$ cat src/rtl/pipeline_ctrl.sv
// pipeline_ctrl: stall/flush sequencer for the 5-stage core.
// Merges load-use, branch, memory-wait and mul/div hazards; adds watchdog and counters.
module pipeline_ctrl #(
    parameter int MEM_TIMEOUT = 255,
    parameter int CNT_W       = 32
) (
    input  logic             clk,
    input  logic             rst_n,
    input  logic [4:0]       id_rs1_addr,
    input  logic [4:0]       id_rs2_addr,
    input  logic             id_uses_rs1,
    input  logic             id_uses_rs2,
    input  logic [4:0]       ex_rd_addr,
    input  logic             ex_is_load,
    input  logic             ex_branch_taken,
    input  logic             ex_muldiv_start,
    input  logic             muldiv_done,
    input  logic             mem_req,
    input  logic             mem_ready,
    output logic             stall_if,
    output logic             stall_id,
    output logic             stall_ex,
    output logic             stall_mem,
    output logic             flush_id,
    output logic             flush_ex,
    output logic             bubble_mem,
    output logic             bubble_wb,
    output logic             error,
    output logic [CNT_W-1:0] stall_cycles,
    output logic [CNT_W-1:0] flush_count
);

    localparam int WD_W = (MEM_TIMEOUT > 1) ? $clog2(MEM_TIMEOUT) : 1;

    typedef enum logic [1:0] {
        RUN     = 2'd0,
        MD_WAIT = 2'd1,
        ERROR   = 2'd2
    } state_t;

    state_t          state_q;
    state_t          state_d;
    logic [WD_W-1:0] wd_q;

    logic mw;
    logic hz_rs1;
    logic hz_rs2;
    logic load_use;
    logic md_stall;
    logic br_flush;
    logic wd_fire;

    // Raw hazard terms shared by the sequencer and the watchdog.
    always_comb begin
        mw       = mem_req & ~mem_ready;
        hz_rs1   = id_uses_rs1 & (id_rs1_addr == ex_rd_addr);
        hz_rs2   = id_uses_rs2 & (id_rs2_addr == ex_rd_addr);
        load_use = ex_is_load & (ex_rd_addr != 5'd0) & (hz_rs1 | hz_rs2);
        wd_fire  = (MEM_TIMEOUT != 0) && mw
                   && (wd_q == WD_W'(MEM_TIMEOUT - 1));
    end

    // Next state plus Mealy stall/flush outputs, highest priority first.
    always_comb begin
        state_d    = state_q;
        stall_if   = 1'b0;
        stall_id   = 1'b0;
        stall_ex   = 1'b0;
        stall_mem  = 1'b0;
        flush_id   = 1'b0;
        flush_ex   = 1'b0;
        bubble_mem = 1'b0;
        bubble_wb  = 1'b0;
        error      = 1'b0;
        md_stall   = 1'b0;
        br_flush   = 1'b0;

        unique case (state_q)
            RUN: begin
                md_stall = ex_muldiv_start & ~muldiv_done & ~mw;
                if (md_stall) begin
                    state_d = MD_WAIT;
                end
            end
            MD_WAIT: begin
                md_stall = ~muldiv_done;
                if (muldiv_done & ~mw) begin
                    state_d = RUN;
                end
            end
            ERROR: begin
                state_d = ERROR;
            end
            default: begin
                state_d = RUN;
            end
        endcase

        if (state_q == ERROR) begin
            stall_if  = 1'b1;
            stall_id  = 1'b1;
            stall_ex  = 1'b1;
            stall_mem = 1'b1;
            error     = 1'b1;
        end else begin
            if (mw) begin
                stall_if  = 1'b1;
                stall_id  = 1'b1;
                stall_ex  = 1'b1;
                stall_mem = 1'b1;
                bubble_wb = 1'b1;
            end
            if (md_stall) begin
                stall_if   = 1'b1;
                stall_id   = 1'b1;
                stall_ex   = 1'b1;
                bubble_mem = 1'b1;
            end
            // The ID instruction is on the wrong path, so a branch
            // wins over any load-use bubble.
            br_flush = ex_branch_taken & ~stall_ex;
            if (br_flush) begin
                flush_id = 1'b1;
                flush_ex = 1'b1;
            end
            if ((state_q == RUN) & ~mw & ~md_stall & ~br_flush & load_use) begin
                stall_if = 1'b1;
                stall_id = 1'b1;
                flush_ex = 1'b1;
            end
            if (wd_fire) begin
                state_d = ERROR;
            end
        end
    end

    // State register; ERROR is only left through reset.
    always_ff @(posedge clk or negedge rst_n) begin
        if (!rst_n) begin
            state_q <= RUN;
        end else begin
            state_q <= state_d;
        end
    end

    // Counts consecutive memory-wait cycles for the watchdog.
    always_ff @(posedge clk or negedge rst_n) begin
        if (!rst_n) begin
            wd_q <= '0;
        end else if ((state_q == ERROR) || !mw) begin
            wd_q <= '0;
        end else begin
            wd_q <= wd_q + WD_W'(1);
        end
    end

    // Saturating stall and flush performance counters.
    always_ff @(posedge clk or negedge rst_n) begin
        if (!rst_n) begin
            stall_cycles <= '0;
            flush_count  <= '0;
        end else begin
            if (stall_if && (stall_cycles != {CNT_W{1'b1}})) begin
                stall_cycles <= stall_cycles + CNT_W'(1);
            end
            if (flush_id && (flush_count != {CNT_W{1'b1}})) begin
                flush_count <= flush_count + CNT_W'(1);
            end
        end
    end

endmodule

$ cat config.mk
export PLATFORM = sky130hd
export DESIGN_NAME = pipeline_ctrl
export DESIGN_NICKNAME = d
export VERILOG_FILES = /design/src/rtl/pipeline_ctrl.sv
export SDC_FILE = /design/constraint.sdc
export NUM_CORES = 1
export LEC_CHECK = 0
export CAP_MARGIN = 20
export CORE_MARGIN = 5
export CORE_UTILIZATION = 49
export CTS_CLUSTER_DIAMETER = 120
export CTS_CLUSTER_SIZE = 20
export DETAILED_ROUTE_END_ITERATION = 6
export PLACE_DENSITY = 0.8
export RECOVER_POWER = 50
export SLEW_MARGIN = 5
export SYNTH_ARGS = -nofsm -noshare
export SYNTH_HDL_FRONTEND = slang
export SYNTH_SLANG_ARGS = --single-unit
$ cat constraint.sdc
create_clock -name clk -period 2.8 [get_ports clk]
set_input_delay 0.56 -clock clk [delete_from_list [all_inputs] [get_ports clk]]
set_output_delay 0.56 -clock clk [all_outputs]
set_load 0.02 [all_outputs]
==> flow_summary.ini, run 1 <==
[clocking]
cts_inserted_buffers = 9
cts_tree = built
cts_setup_buffers = 0
cts-root-buf = clkbuf_8
clock-sinks = 74
clk_transition_reported_paths_ns = 0.08
clockBufferDepth = 2
clock_latency_ns = 0.34
holdBufCountCts = 0
htreeDepth = 3

[synthesis]
seq_area_frac_synth_pct = 48.4
synth_area_leaders = dfrtp_1, xor2_1, xnor2_1, nand2_1, nand3_1
synth_top_family_by_area = simple AND/OR/NAND/NOR gates
synthesis.area_sq_um = 3820
yosysWarningCount = 0
syn_nets = 396
synth_top_cell_area_share_pct = 48.4
synth_flop_cell = dfrtp_1
synth_simple_gate_area_share_pct = 26.7
yosys.area.top_type = dfrtp_1
synthMuxAreaShare_pct = 1.28
yosysUniqueCellTypes = 47
syn_avg_cell_area_sq_um = 10.4
synth_compound_area_share_pct = 2.26
async_reset_ff_share_pct = 100
synth_cells = 367
synth_xor_xnor_area_share_pct = 17.4
synth_edf_count = 0
synthAdderAreaFrac_pct = 1.31
synth-seq-cells = 74

[worst_setup_path]
max_stage_delay_ns = 0.55
crit_required_ns = 2.24
end_kind = primary output
critPathLaunchType = primary input
path_class = primary input to primary output
critPathArrivalTime_ns = 2.19
timing.rr.end = stall_cycles[1]
cpMaxStageDelayCell = clkdlybuf4s50_1
rr_worst_depth = 7
crit_path_start = ex_rd_addr[4]
r2r_setup_slack_ns = 0.38
crit_path_cell_trace = clkdlybuf4s50_1 > xnor2_1 > nand4_1 > o22ai_2 > a31oi_4 > inv_1 > dlygate4sd2_1
crit_fanout = 3
reg2reg_from = stall_cycles[0]
critPathCapture = stall_id

[power]
vdd_drop_max_v = 0.000516
power.density_nw_per_um2 = 654
swShare_pct = 33.5
p_sw_mw = 1.14
p_seq_share_pct = 43.1
leakage_nw = 2.21
internal_power_mw = 2.26
p_clk_share_pct = 26.9
comb_power_share_pct = 30.0

[timing]
relSlewSlack_pct = 12.0
period_minus_slack_ns = 2.75
rsz0062_at_grt = yes
worst_pin_slew_ns = 1.32
fin_crit_sh_pct = 98.4
skew_ns = 0.0102
timing.fmax_ghz = 0.363
final-max-slew-violation-count = 0
setup_viol = 0
hold_viol_final = 0

[final_layout]
seqCellArea_sq_um = 1850
diodes = 0
final_common_cell = dfrtp_1
layout_common_cells = dfrtp_1, clkdlybuf4s50_1, xor2_1
nets = 510
stdcell_count = 588
fill_cells = 599
final_area_sq_um = 5190
multiInputGateArea_sq_um = 1900
area_growth_pct = 35.8
final_layout_size_suffix_gt1_share_pct = 11.1

[placement]
gp_congestion = 0.784
placed_area_sq_um = 4980
port_buffers = 97
dpl.cell_count = 572
dp_hpwl_mm = 6.49

[global_route]
grt_max_degree = 36
grt-ovfl-total = 0
grtUsageTotal_pct = 18.4
grt_antenna_before_repair = 0
grt_first_pass_wirelength_mm = 14.8
grt_pass1_vias = 3133

[flow_run]
drv_cap = 0

[route]
routedWlPerCell_um = 14.7
drt-vias-per-instance = 5.26
drtIter0Drc = 82
wl_mm = 8.64
dr.pass1.iters = 4
num_vias = 3090
ant_nets = 0
drc = 0

[floorplan]
initial_utilization_pct = 50.0
die_w_um = 98.3
dieArea_sq_um = 9670
ios = 98
die_y_um = 98.3
core-area_sq_um = 7650
rows = 32

[hold_path]
worst_hold_path_type = primary input to asynchronous set/reset pin

[outcome]
outcome = finished, final reports clean
what timing repair did:
item,CTS,global route
gates resized for setup,7,1
endpoints found under the hold margin,0,0
endpoints found under the setup margin,5,2
cell usage after synthesis, types with 2 or more instances:
master and number:
mux2_2 3, buf_2 4, xnor2_1 34, and3_1 7, nor3_1 20, nand3_1 25, buf_6 2, nor3b_1 3
ha_1 4, nor4_1 7, xor2_1 42, nor2_2 2, nand2b_1 2, or3_1 5, nor2b_1 2, nand2_1 35
nor2_1 29, and4_1 6, inv_1 11, or2_1 2, nand4_1 18, nor3_2 5, dfrtp_1 74, a21oi_1 2
layout make-up:
type                    count  area share, %
clock inverters             5           1.49
inverters                  12          0.964
well taps                 102           2.46
multi-input cells         274           36.5
repair buffers            110           20.2
flip-flops and latches     74           35.7
clock buffers              11           2.72
state kept, by name, indices dropped and copies added, names as in the netlist:
signal,flops
wd_q,8
state_q,2
flush_count,32
stall_cycles,32
layer usage:
| metal | wire length [um] | share of wire, % | track usage (%) |
|---|---|---|---|
| met1 | 3850 | 45 | 24.0 |
| met2 | 4200 | 49 | 30.7 |
| met3 | 473 | 5.5 | 4.14 |
| met4 | 107 | 1.2 | 5.67 |
| met5 | 0 | 0 | 0 |
cells by family (layout without fill, tap and decap cells):
kind of cell	Yosys count	after routing
flops	74	74
fa+ha+maj	4	4
xor+xnor	76	76
compound gates	10	10
mux	4	4
buf+inv	19	138
simple gates	180	180
critical path: cells and delay by family:
family / cells / cell delay, ns
and+or+nand+nor: 1 / 0.13
buffers and inverters: 3 / 0.97
xor gates and xnor gates: 1 / 0.14
AOI/OAI and AO/OA: 2 / 0.38
worst min-delay path by stage:
stage / cells past startpoint / start / end / slack [ns]
floorplan: 0 / rst_n / flush_count[0] / 0.26
global placement: 1 / flush_count[20] / flush_count[20] / 0.48
detailed placement: 1 / stall_cycles[30] / stall_cycles[30] / 0.48
CTS: 1 / rst_n / stall_cycles[7] / 0.12
global route: 1 / rst_n / stall_cycles[7] / 0.39
finish: 1 / rst_n / stall_cycles[7] / 0.29
metrics by stage:
stage | hold slack, ns | worst slack, ns | TNS [ns] | power [mW] | util [%]
after floorplan | 0.264 | 0.398 | 0 | 1.99 | -
after global placement | 0.477 | -0.237 | -0.796 | 2.49 | 65.1
after detailed placement | 0.477 | -0.280 | -0.937 | 2.52 | 65.1
after CTS | 0.120 | 0.0538 | 0 | 3.44 | 68.0
after global routing | 0.394 | -0.00140 | -0.00140 | 3.56 | 67.9
final | 0.293 | 0.0453 | 0 | 3.40 | 67.9
power by group through the flow:
stage | Sequential, mW | Clock (mW) | Combinational [mW]
final | 1.46 | 0.914 | 1.02
after global routing | 1.49 | 0.971 | 1.09
after CTS | 1.46 | 0.930 | 1.04
after detailed placement | 1.48 | 0 | 1.04
after global placement | 1.47 | 0 | 1.02
after floorplan | 1.63 | 0 | 0.358
Power figures use the tool's default switching activity.
==> run 2: changes to the inputs <==
--- a/config.mk
+++ b/config.mk
@@ -6,11 +6,12 @@
 export NUM_CORES = 1
 export LEC_CHECK = 0
 export CAP_MARGIN = 20
-export CORE_MARGIN = 5
+export CORE_MARGIN = 4
 export CORE_UTILIZATION = 49
-export CTS_CLUSTER_DIAMETER = 120
+export CTS_CLUSTER_DIAMETER = 30
 export CTS_CLUSTER_SIZE = 20
 export DETAILED_ROUTE_END_ITERATION = 6
+export GPL_TIMING_DRIVEN = 0
 export PLACE_DENSITY = 0.8
 export RECOVER_POWER = 50
 export SLEW_MARGIN = 5
==> flow_summary.ini, run 2 (same netlist as run 1, synthesis figures left out) <==
[power]
vdd_drop_max_v = 0.000439
power.density_nw_per_um2 = 636
report.power.total_mw = 3.31
leakage_nw = 2.22

[floorplan]
core-area_sq_um = 7410
initial_utilization_pct = 51.6
dieArea_sq_um = 9280
rows = 31
ios = 98
die_y_um = 96.3
die_w_um = 96.3

[route]
top_layer = met4
routedWlPerCell_um = 14.7
num_vias = 3118
drc = 0
ant_nets = 0
drt-vias-per-instance = 5.34
wl_mm = 8.60
drtIter0Drc = 107
wl_met2_mm = 4.29
met1_length_mm = 3.73
dr.pass1.iters = 4
wl_met3_um = 506

[clocking]
cts_tree = built
clk_transition_reported_paths_ns = 0.07
htreeDepth = 3
clock-sinks = 74
cts-root-buf = clkbuf_8
cts_inserted_buffers = 9
clock_latency_ns = 0.34
clockBufferDepth = 2

[final_layout]
final_layout_size_suffix_gt1_share_pct = 12.4
diodes = 0
multiInputGateArea_sq_um = 1900
largestRegisters = flush_count: 32 flops, stall_cycles: 32 flops, wd_q: 8 flops
layout_common_cells = dfrtp_1, clkdlybuf4s50_1, xor2_1
stdcell_count = 584
fill_cells = 576
nets = 511
area_growth_pct = 36.1
final_common_cell = dfrtp_1
fin_util_pct = 70.2
seqCellArea_sq_um = 1850
final_area_sq_um = 5200

[timing]
worst_pin_slew_ns = 2.09
final-max-slew-violation-count = 38
setup_ws_ns = 0.0830
hold_viol_final = 0
setup_tns_ns = 0
timing.fmax_ghz = 0.368
whs_ns = 0.481
relSlewSlack_pct = -39.1
setup_viol = 0
fin_crit_sh_pct = 97.0
skew_ns = 0.00831
rsz0062_at_grt = no
period_minus_slack_ns = 2.72

[worst_setup_path]
crit_fanout = 8
end_kind = primary output
path_class = primary input to primary output
critPathArrivalTime_ns = 2.16
critPathLaunchType = primary input
crit_required_ns = 2.24

[outcome]
outcome = finished with violations
violations = max-capacitance violations, max-slew violations

[placement]
dpl.cell_count = 564
gp_congestion = 0.871
dp_slack_ns = -0.729
placed_area_sq_um = 4940
port_buffers = 97
dp_hpwl_mm = 6.44

[global_route]
grt_pass1_vias = 3092
grt-ovfl-total = 0
grtUsageTotal_pct = 19.6
grt_first_pass_wirelength_mm = 14.3
grt_antenna_before_repair = 0
grt_max_degree = 39

[hold_path]
worst_hold_path_type = flop to flop

[flow_run]
drv_cap = 1
## run 2: final cells by class
class / count / area share, %
Multi-Input combinational cell: 274 / 36.6
Sequential cell: 74 / 35.6
Timing Repair Buffer: 104 / 19.7
Clock buffer: 11 / 2.91
Tap cell: 99 / 2.38
Buffer: 7 / 1.13
Inverter: 12 / 0.962
Clock inverter: 3 / 0.770
## run 2: worst paths after layout
check | from | endpoint | slack [ns] | cells after the start
hold reg to reg | stall_cycles[23] | stall_cycles[23] | 0.48 | 1
min in group asynchronous | rst_n | stall_cycles[4] | 0.81 | 1
max in group asynchronous | rst_n | flush_count[7] | 0.78 | 1
hold / removal | stall_cycles[23] | stall_cycles[23] | 0.48 | 1
setup / recovery | ex_rd_addr[4] | stall_if | 0.08 | 9
setup reg to reg | stall_cycles[0] | stall_cycles[8] | 0.56 | 8
## run 2: worst max-delay path, stage by stage
cell and delay (ns):
clkdlybuf4s50_1 0.54, xnor2_1 0.14, nand4_1 0.12, o22ai_2 0.22, a31oi_4 0.13, buf_6 0.15
inv_1 0.07, buf_4 0.10, buf_4 0.12
## run 2: where the power goes
| part | internal (mW) | switching [mW] | total (mW) |
|---|---|---|---|
| clock | 0.448 | 0.364 | 0.812 |
| combinational | 0.508 | 0.526 | 1.03 |
| sequential | 1.23 | 0.233 | 1.46 |
## run 2: what timing repair did
action / 4_1_cts / 5_1_grt
buffers inserted: 2 / 4
gates resized for setup: 15 / 6
endpoints found under the setup margin: 4 / 4
pin swaps: 2 / 2
hold buffers: 0 / 0
## run 2: metal layers
metal | vias up | GRT usage (%)
met2 | 79 | 32.3
li1 | 1505 | -
met5 | - | 0
met1 | 1526 | 25.3
met3 | 8 | 4.38
met4 | 0 | 7.13
